$ cat src/rtl/distortion_pkg.sv
// Shared types and helpers for the serial stereo distortion stage.
package distortion_pkg;

  typedef enum logic [1:0] {
    BYPASS = 2'd0,
    HARD   = 2'd1,
    ASYM   = 2'd2
  } mode_t;

  typedef enum logic [1:0] {
    IDLE = 2'd0,
    PROC = 2'd1,
    DONE = 2'd2
  } state_t;

  localparam int SAT_MAX_W = 64;

  // Clamp a sign-extended value to the range of a w-bit two's complement word.
  function automatic logic signed [SAT_MAX_W-1:0] saturate(
    input logic signed [SAT_MAX_W-1:0] p,
    input int unsigned                 w
  );
    logic signed [SAT_MAX_W-1:0] hi;
    logic signed [SAT_MAX_W-1:0] lo;
    hi = (64'sd1 <<< (w - 32'd1)) - 64'sd1;
    lo = -(64'sd1 <<< (w - 32'd1));
    if (p > hi) begin
      saturate = hi;
    end else if (p < lo) begin
      saturate = lo;
    end else begin
      saturate = p;
    end
  endfunction

endpackage

$ cat src/rtl/distortion_clip_core.sv
// Combinational single-channel clip -> multiply -> saturate slice,
// time-shared across the channels of a frame.
module distortion_clip_core
  import distortion_pkg::*;
#(
  parameter int DATA_W = 16,
  parameter int GAIN_W = 8
) (
  input  logic signed [DATA_W-1:0] x,
  input  logic        [DATA_W-2:0] t,
  input  logic        [GAIN_W-1:0] g,
  input  logic        [1:0]        mode,
  output logic signed [DATA_W-1:0] y
);

  // Wide enough that neither -t nor c*g can overflow.
  localparam int PW = DATA_W + GAIN_W + 1;

  logic signed [PW-1:0] x_s;
  logic signed [PW-1:0] t_s;
  logic signed [PW-1:0] g_s;
  logic signed [PW-1:0] c_s;
  logic signed [PW-1:0] p_s;

  // Clip, scale and saturate one sample; mode 3 falls into the hard-clip path.
  always_comb begin
    x_s = {{(PW-DATA_W){x[DATA_W-1]}}, x};
    t_s = {{(PW-DATA_W+1){1'b0}}, t};
    g_s = {{(PW-GAIN_W){1'b0}}, g};
    c_s = x_s;
    case (mode)
      BYPASS: begin
        c_s = x_s;
      end
      ASYM: begin
        if (x_s > t_s) begin
          c_s = t_s;
        end else begin
          c_s = x_s;
        end
      end
      default: begin
        if (x_s > t_s) begin
          c_s = t_s;
        end else if (x_s < -t_s) begin
          c_s = -t_s;
        end else begin
          c_s = x_s;
        end
      end
    endcase
    p_s = c_s * g_s;
    if (mode == BYPASS) begin
      y = x;
    end else begin
      y = DATA_W'(saturate({{(SAT_MAX_W-PW){p_s[PW-1]}}, p_s}, DATA_W));
    end
  end

endmodule

$ cat src/rtl/distortion_stream.sv
// Frame-based distortion stage: accepts CHANNELS samples per handshake and
// runs them one per cycle through a shared clip core, with per-frame gain ramp.
module distortion_stream
  import distortion_pkg::*;
#(
  parameter int DATA_W    = 16,
  parameter int CHANNELS  = 2,
  parameter int GAIN_W    = 8,
  parameter int RAMP_STEP = 1
) (
  input  logic                         clk,
  input  logic                         reset,
  input  logic                         in_valid,
  output logic                         in_ready,
  input  logic [CHANNELS*DATA_W-1:0]   in_samples,
  output logic                         out_valid,
  input  logic                         out_ready,
  output logic [CHANNELS*DATA_W-1:0]   out_samples,
  input  logic [GAIN_W-1:0]            gain,
  input  logic [DATA_W-2:0]            threshold,
  input  logic [1:0]                   mode,
  output logic [GAIN_W-1:0]            gain_cur
);

  localparam int IDX_W = (CHANNELS > 1) ? $clog2(CHANNELS) : 1;
  localparam logic [IDX_W-1:0]  LAST_IDX = IDX_W'(CHANNELS - 1);
  localparam logic [GAIN_W:0]   STEP_V   = (GAIN_W + 1)'(RAMP_STEP);

  state_t                     state_r;
  state_t                     state_nx_s;
  logic [IDX_W-1:0]           idx_r;
  logic [CHANNELS*DATA_W-1:0] frame_r;
  logic [CHANNELS*DATA_W-1:0] out_r;
  logic [DATA_W-2:0]          thr_r;
  logic [1:0]                 mode_r;
  logic [GAIN_W-1:0]          gain_cur_r;
  logic [GAIN_W-1:0]          gain_nx_s;
  logic [GAIN_W:0]            diff_s;
  logic                       in_ready_r;
  logic                       out_valid_r;
  logic                       accept_s;
  logic signed [DATA_W-1:0]   x_s;
  logic signed [DATA_W-1:0]   y_s;

  // Next-state decode for the accept / process / hold sequence.
  always_comb begin
    accept_s   = in_valid && in_ready_r;
    state_nx_s = state_r;
    case (state_r)
      IDLE: begin
        if (accept_s) begin
          state_nx_s = PROC;
        end else begin
          state_nx_s = IDLE;
        end
      end
      PROC: begin
        if (idx_r == LAST_IDX) begin
          state_nx_s = DONE;
        end else begin
          state_nx_s = PROC;
        end
      end
      DONE: begin
        if (out_ready) begin
          state_nx_s = IDLE;
        end else begin
          state_nx_s = DONE;
        end
      end
      default: begin
        state_nx_s = IDLE;
      end
    endcase
  end

  // Gain to apply to the frame being accepted: step toward target, never past it.
  always_comb begin
    gain_nx_s = gain_cur_r;
    diff_s    = '0;
    if (STEP_V == '0) begin
      gain_nx_s = gain;
    end else if (gain > gain_cur_r) begin
      diff_s = {1'b0, gain} - {1'b0, gain_cur_r};
      if (diff_s > STEP_V) begin
        gain_nx_s = gain_cur_r + STEP_V[GAIN_W-1:0];
      end else begin
        gain_nx_s = gain;
      end
    end else begin
      diff_s = {1'b0, gain_cur_r} - {1'b0, gain};
      if (diff_s > STEP_V) begin
        gain_nx_s = gain_cur_r - STEP_V[GAIN_W-1:0];
      end else begin
        gain_nx_s = gain;
      end
    end
  end

  // Channel currently in the shared datapath.
  always_comb begin
    x_s = frame_r[idx_r*DATA_W +: DATA_W];
  end

  distortion_clip_core #(
    .DATA_W (DATA_W),
    .GAIN_W (GAIN_W)
  ) u_clip_core (
    .x    (x_s),
    .t    (thr_r),
    .g    (gain_cur_r),
    .mode (mode_r),
    .y    (y_s)
  );

  // State register.
  always_ff @(posedge clk) begin
    if (reset) begin
      state_r <= IDLE;
    end else begin
      state_r <= state_nx_s;
    end
  end

  // Frame capture, per-channel result write-back and registered handshake flags.
  always_ff @(posedge clk) begin
    if (reset) begin
      idx_r       <= '0;
      frame_r     <= '0;
      out_r       <= '0;
      thr_r       <= '0;
      mode_r      <= 2'd0;
      gain_cur_r  <= '0;
      in_ready_r  <= 1'b1;
      out_valid_r <= 1'b0;
    end else begin
      in_ready_r  <= (state_nx_s == IDLE);
      out_valid_r <= (state_nx_s == DONE);
      if (accept_s) begin
        frame_r    <= in_samples;
        thr_r      <= threshold;
        mode_r     <= mode;
        gain_cur_r <= gain_nx_s;
        idx_r      <= '0;
      end else if (state_r == PROC) begin
        out_r[idx_r*DATA_W +: DATA_W] <= y_s;
        idx_r                         <= idx_r + 1'b1;
      end
    end
  end

  assign in_ready    = in_ready_r;
  assign out_valid   = out_valid_r;
  assign out_samples = out_r;
  assign gain_cur    = gain_cur_r;

endmodule

$ cat config.mk
export PLATFORM = sky130hd
export DESIGN_NAME = distortion_stream
export DESIGN_NICKNAME = d
export VERILOG_FILES = /design/src/rtl/distortion_pkg.sv /design/src/rtl/distortion_clip_core.sv /design/src/rtl/distortion_stream.sv
export SDC_FILE = /design/constraint.sdc
export NUM_CORES = 1
export LEC_CHECK = 0
export ABC_CLOCK_PERIOD_IN_PS = 12310
export CAP_MARGIN = 20
export CORE_MARGIN = 10
export CORE_UTILIZATION = 45
export CTS_CLUSTER_DIAMETER = 120
export DETAILED_ROUTE_END_ITERATION = 12
export PLACE_DENSITY = 0.61
export SLEW_MARGIN = 5
export SYNTH_ARGS = -nofsm -noshare
export SYNTH_HDL_FRONTEND = slang
export SYNTH_SLANG_ARGS = --single-unit
$ cat constraint.sdc
create_clock -name clk -period 12.31 [get_ports clk]
set_input_delay 2.462 -clock clk [delete_from_list [all_inputs] [get_ports clk]]
set_output_delay 2.462 -clock clk [all_outputs]
set_load 0.05 [all_outputs]
==> Word-level counts from Yosys, hierarchy flattened <==
Index checks and enable logic that the tools add are counted.
{ "op_classes": {"mux": 15, "reduce_logical": 6, "n_eq_ne": 4, "order_cmp": 7, "n_shift": 3, "n_mul": 1, "n_addsub": 7, "n_bitwise": 1} }
{ "op_table": {"columns": ["op", "n"], "rows": [
  ["25-bit two-way mux", 3],
  ["25-bit one-hot mux with 2 select lines", 1],
  ["16-bit two-way mux", 3],
  ["5-bit negation with 34-bit output", 1],
  ["16-bit by 34-bit variable shift with 32-bit output (first input constant)", 1],
  ["16-bit by 34-bit indexed part select with 32-bit output", 1],
  ["32-bit bitwise mux", 1],
  ["32-bit by 6-bit indexed part select with 16-bit output", 1],
  ["25-bit by 16-bit greater-than comparator with 1-bit output (second input constant)", 1],
  ["16-bit by 25-bit less-than comparator with 1-bit output", 1],
  ["25-bit by 16-bit less-than comparator with 1-bit output (second input constant)", 1],
  ["25-bit by 9-bit multiplier with 25-bit output", 1],
  ["15-bit negation with 25-bit output", 1],
  ["8-bit two-way mux", 3],
  ["9-bit by 1-bit greater-than comparator with 1-bit output (second input constant)", 2],
  ["8-bit by 8-bit subtractor with 9-bit output", 2],
  ["16-bit greater-than comparator", 1],
  ["8-bit by 1-bit adder with 8-bit output (second input constant)", 1],
  ["8-bit greater-than comparator", 1],
  ["8-bit by 1-bit subtractor with 8-bit output (second input constant)", 1],
  ["2-bit == test (second input constant)", 3],
  ["2-bit logical NOT", 3],
  ["2-bit one-hot mux with 3 select lines", 1],
  ["2-bit two-way mux", 2],
  ["7 further kinds", 7]
]} }
{ "word_totals": {"elab_cells": 53, "ff_bits": 94, "inputBits": 61, "output_inout_bits": 42} }

==> Logic depth before layout (Yosys ltp) <==
{ "depth": {"word_depth": 12, "depth_mapped": 42, "ltp_nobuf": 41} }

==> Hierarchy <==
A second synthesis with hierarchy kept.
{ "unflattened": {"hier_cells": 1578, "hier_area_um2": 12176.7} }
{ "modules_own_cells": {"columns": ["module", "instances", "area_each_um2", "seq_area_each_um2", "cells_per_inst"], "rows": [
  ["distortion_clip_core", 1, 7514.7, 0.0, 982],
  ["distortion_stream", 1, 4662.0, 1881.8, 596]
]} }

==> Least setup slack after synthesis <==
OpenSTA, ideal clock, no wires.
{ "synth_path": {"path_type": "reg-to-reg", "startpoint": "register thr_r[2]", "endpoint": "register out_r[10], in the netlist out_samples[10]", "required_ns": 12.193, "synth_period_minus_slack_ns": 9.436, "path_buffers": 3, "setup_slack_ns": 2.874, "path_stages_with_launch": 39, "t_arrival_ns": 9.318, "path_cell_list": "dfxtp_1 -> buf_6 -> or3_4 -> or3_1 -> nand2b_1 -> nor2_1 -> xnor2_1 -> ha_1 -> and4_1 -> a21o_1 -> o311a_1 -> nor2_2 -> xor2_1 -> clkbuf_1 -> mux2i_1 -> o21ai_0 -> a21oi_1 -> nand2_1 -> [... 3 more ...] -> fa_1 -> inv_1 -> fa_1 -> inv_1 -> ha_1 -> a2111oi_0 -> o21ai_1 -> a32o_1 -> nand3_1 -> o21ba_2 -> xnor2_1 -> nor4_1 -> and4_1 -> and4b_1 -> nor3_4 -> buf_8 -> o21ai_2 -> a32o_1"} }
{ "synth_between": {"elab_chain_cells": 12, "elab_cells_between_ends": 15, "classes_between": "add/sub: 1; mul: 1; order compare: 4; shift: 1; mux: 8"} }
{ "synth_rtl": {"columns": ["element", "line", "source"], "rows": [
  ["start: declaration", "distortion_stream.sv:34", "logic [DATA_W-2:0] thr_r;"],
  ["start signal: assignment", "distortion_stream.sv:141", "thr_r <= threshold;"],
  ["15-bit negation with 25-bit output", "distortion_clip_core.sv:45, distortion_clip_core.sv:46", null],
  ["16-bit by 25-bit less-than comparator with 1-bit output", "distortion_clip_core.sv:45", "end else if (x_s < -t_s) begin"],
  ["25-bit two-way mux", "distortion_clip_core.sv:45", null],
  ["25-bit two-way mux", "distortion_clip_core.sv:43", "if (x_s > t_s) begin"],
  ["25-bit one-hot mux with 2 select lines *", "distortion_clip_core.sv:31", "case (mode)"],
  ["25-bit by 9-bit multiplier with 25-bit output *", "distortion_clip_core.sv:52", "p_s = c_s * g_s;"],
  ["25-bit by 16-bit less-than comparator with 1-bit output", "distortion_pkg.sv:29", "end else if (p < lo) begin"],
  ["16-bit two-way mux", "distortion_pkg.sv:29", null],
  ["16-bit two-way mux *", "distortion_pkg.sv:27", "if (p > hi) begin"],
  ["16-bit two-way mux *", "distortion_clip_core.sv:53", "if (mode == BYPASS) begin"],
  ["16-bit by 34-bit indexed part select with 32-bit output *", "distortion_stream.sv:146", "out_r[idx_r*DATA_W +: DATA_W] <= y_s;"],
  ["32-bit bitwise mux *", "distortion_stream.sv:146", null],
  ["end signal: indexed assignment", "distortion_stream.sv:146", null],
  ["end: declaration", "distortion_stream.sv:33", "logic [CHANNELS*DATA_W-1:0] out_r;"]
]} }
Every way passes the cells marked *; elsewhere a longest branch is shown, timed or not.
A chain may end at the register's enable or synchronous reset.

==> Final worst setup path <==
{ "layout_path": {"startpoint": "register idx_r", "endpoint": "register out_r[3], in the netlist out_samples[3]"} }
{ "layout_between": {"elab_chain_cells": 12, "elab_cells_between_ends": 17, "classes_between": "add/sub: 1; mul: 1; order compare: 4; shift: 3; mux: 8"} }
{ "layout_rtl": {"columns": ["element", "line", "source"], "rows": [
  ["start: declaration", "distortion_stream.sv:31", "logic [IDX_W-1:0] idx_r;"],
  ["start signal: assignment", "distortion_stream.sv:147", "idx_r <= idx_r + 1'b1;"],
  ["32-bit by 6-bit indexed part select with 16-bit output", "distortion_stream.sv:102", "x_s = frame_r[idx_r*DATA_W +: DATA_W];"],
  ["16-bit by 25-bit less-than comparator with 1-bit output", "distortion_clip_core.sv:45", null],
  ["25-bit two-way mux", "distortion_clip_core.sv:45", null],
  ["25-bit two-way mux", "distortion_clip_core.sv:43", null],
  ["25-bit one-hot mux with 2 select lines", "distortion_clip_core.sv:31", null],
  ["25-bit by 9-bit multiplier with 25-bit output", "distortion_clip_core.sv:52", null],
  ["25-bit by 16-bit less-than comparator with 1-bit output", "distortion_pkg.sv:29", null],
  ["16-bit two-way mux", "distortion_pkg.sv:29", null],
  ["16-bit two-way mux", "distortion_pkg.sv:27", null],
  ["16-bit two-way mux", "distortion_clip_core.sv:53", null],
  ["16-bit by 34-bit indexed part select with 32-bit output", "distortion_stream.sv:146", null],
  ["32-bit bitwise mux *", "distortion_stream.sv:146", null]
]} }
Marked as above.

==> flow_summary.toml <==
[logic_synthesis]
synthTopCellsByArea = "fa_1 20%, dfxtp_1 16%, ha_1 11%"
synth_seq_cells = 94
yosys_warnings = 0
synth_edf_count = 0
synthFlopType = "dfxtp_1"
synth.most_common_cell = "nand2_1"
ys_top_cells_by_count = "249 x nand2_1, 205 x inv_1, 116 x fa_1"
synth.net_count = 1744
seq_area_frac_synth_pct = 16.1
synth_area_leader_cell = "fa_1"
netlist-cell-type-count = 72
syn-cell-area_mm2 = 0.0117
netlist_instances = 1462
synth_area_per_cell_um2 = 8.01
synth_top_area_share_pct = 19.8
async_flop_share_pct = 0

[finish]
drive_gt1_share_pct = 5.92
area_growth_pct = 14.2
fin_nets = 1815
diodes = 0
fillers = 2518

[clock_tree]
cts_max_level = 3
cts_setup_buffers = 0
clkSlewWorstSetupHoldPaths_ns = 0.07
clockRootBuffer = "clkbuf_16"
max-clock-path-buffers = 2
cts_inserted_buffers = 9
clock-sinks = 94
clkLatencyLatePin_ns = 0.36
cts_tree = "built"

[sta]
finalHoldViolCount = 0
tns_ns = 0
finalSetupViolCount = 0
min_period_ns = 11.16
worst_pin_slew_ns = 1.03
skew_ns = 0.0114
period_share_pct = 90.6
rsz0062_at_grt = "false"
slew_viol_final = 0
max-slew-margin-rel_pct = 31.3
worst_slack_ns = 1.15
holdWs_ns = 0.455
fmax_mhz = 89.6

[run]
maxCapViolCount = 0

[critical_path]
arrival_ns = 11.41
slowest_stage = "dfxtp_1"
cpPeakStageDelay_ns = 0.82
crit_path_end_kind = "flop"
worstPathRequired_ns = 12.56
cp_max_fo = 16
critPathLaunchType = "flop"
setup.worst_path.class = "flop to flop"
r2r_slack_ns = 1.15

[route]
drtIter0Drc = 876
wl_mm = 36.1
avgRoutedWirePerCell_um = 19.3
vias_per_cell = 5.64
ant_nets = 0
post-route-drc-count = 0
vias = 10500
dr.pass1.iters = 5

[floorplanning]
core_mm2 = 0.0254
die-height_um = 181
dieArea_mm2 = 0.0329
die_w_um = 181
start_util_pct = 46.1
io_pins = 103
num_rows = 58

[power_and_ir_drop]
power_density_mw_per_mm2 = 106
leakage_nw = 5.99
ir_worst_vdd_mv = 0.0993

[grt]
grt_pass1_vias = 10700
grt_pass1_wl_mm = 59.0
antenna_found_initial = 0
grt_max_degree = 65
grt.total_usage_pct = 22.1
grt_overflow = 0

[status]
outcome = "finished, final reports clean"

[placement]
place.gp.congestion = 0.929
pre_cts_ws_ns = 1.04
dp_hpwl_mm = 28.6
numPortBuffers = 102

[min_path]
hp-class = "flop to flop"
==> cells in the final DEF, fill, tap and decap left out, types with 7 or more instances in the layout <==
cell type        instances
ha_1                   105
mux2i_1                 17
o22ai_1                 11
nand4_1                 10
fa_1                   116
o21ai_0                 41
and2_1                  57
nand3_1                 18
xnor2_1                 47
nand2b_1                10
inv_1                  205
nand2_1                248
xor2_1                  16
clkbuf_16                9
a32o_1                  33
mux2_2                   7
a211oi_1                11
o21a_1                   9
dfxtp_1                 94
a21oi_1                105
buf_4                   21
nor2_1                  56
nor3_1                  26
a21o_1                  15
nor2b_1                  9
o21ai_1                  7
clkdlybuf4s50_1        101
o21ai_2                 15
==> layer usage <==
layer / global-route usage, % / vias up / share of wire (%)
li1: - / 5001 / -
met1: 28.4 / 5145 / 43
met2: 37.1 / 340 / 48
met3: 3.40 / 51 / 5.7
met4: 7.06 / 0 / 2.9
met5: 0 / - / 0
==> path summary, 6_finish.rpt <==
check | start | endpoint | cells after the start
setup / recovery | idx_r$_SDFFE_PP0N_ | out_samples[3]$_SDFFE_PP0P_ | 33
hold / removal | frame_r[1]$_SDFFE_PP0P_ | frame_r[1]$_SDFFE_PP0P_ | 2
setup reg to reg | idx_r$_SDFFE_PP0N_ | out_samples[3]$_SDFFE_PP0P_ | 33
hold reg to reg | frame_r[1]$_SDFFE_PP0P_ | frame_r[1]$_SDFFE_PP0P_ | 2
==> cells by family after synthesis <==
group                      share of synthesized area, %
AOI/OAI and AO/OA                                  17.5
and+or+nand+nor                                    19.3
muxes                                              2.13
DFF                                                16.1
buffers and inverters                              9.07
xor gates and xnor gates                           4.85
adders and majority gates                          31.0
==> metrics by stage <==
stage | instances | utilization [%] | area, µm² | power, W
global route | 1868 | 52.6 | 13400 | 0.00154
CTS | 1866 | 52.5 | 13300 | 0.00143
finish | 1868 | 52.6 | 13400 | 0.00142
floorplan | 1462 | - | 11700 | 0.000914
detailed placement | 1850 | 51.3 | 13000 | 0.00115
global placement | 1850 | 51.3 | 13000 | 0.00114
==> flip-flops by register name, indices dropped and copies added, names as in the netlist <==
signal / cells
frame_r: 32
out_samples: 32
thr_r: 15
gain_cur: 8
mode_r: 2
state_r: 2
idx_r: 1
in_ready: 1
out_valid: 1
==> cell type report <==
cell class,count,area [µm²],share of cell area (%)
clock inverter,7,68.8,0.515
inverter,210,788,5.90
clock buffer,9,225,1.68
multi-input combinational,1093,8790,65.7
sequential,94,1880,14.1
tap,330,413,3.09
timing repair buffer,125,1200,9.01
==> worst max-delay path, delay by kind of cell (launching register included) <==
kind / cells / cell delay [ns]
AOI/OAI and AO/OA: 13 / 3.46
xor gates and xnor gates: 1 / 0.77
adders and majority gates: 6 / 2.73
buffers and inverters: 4 / 0.35
DFF: 1 / 0.82
muxes: 1 / 0.79
and+or+nand+nor: 8 / 2.10
==> power by group <==
| part | internal, W | switching, W | total [W] | leakage (nW) |
|---|---|---|---|---|
| logic | 0.000288 | 0.000505 | 0.000793 | 5.08 |
| registers | 0.000324 | 0.0000279 | 0.000352 | 0.768 |
| clock network | 0.000142 | 0.000135 | 0.000277 | 0.143 |
==> what timing repair did <==
action	4_1_cts	5_1_grt
gates resized for setup	0	1
hold buffers	0	0
setup endpoints to repair	0	19
No activity file was read; power rests on OpenSTA's default activity.
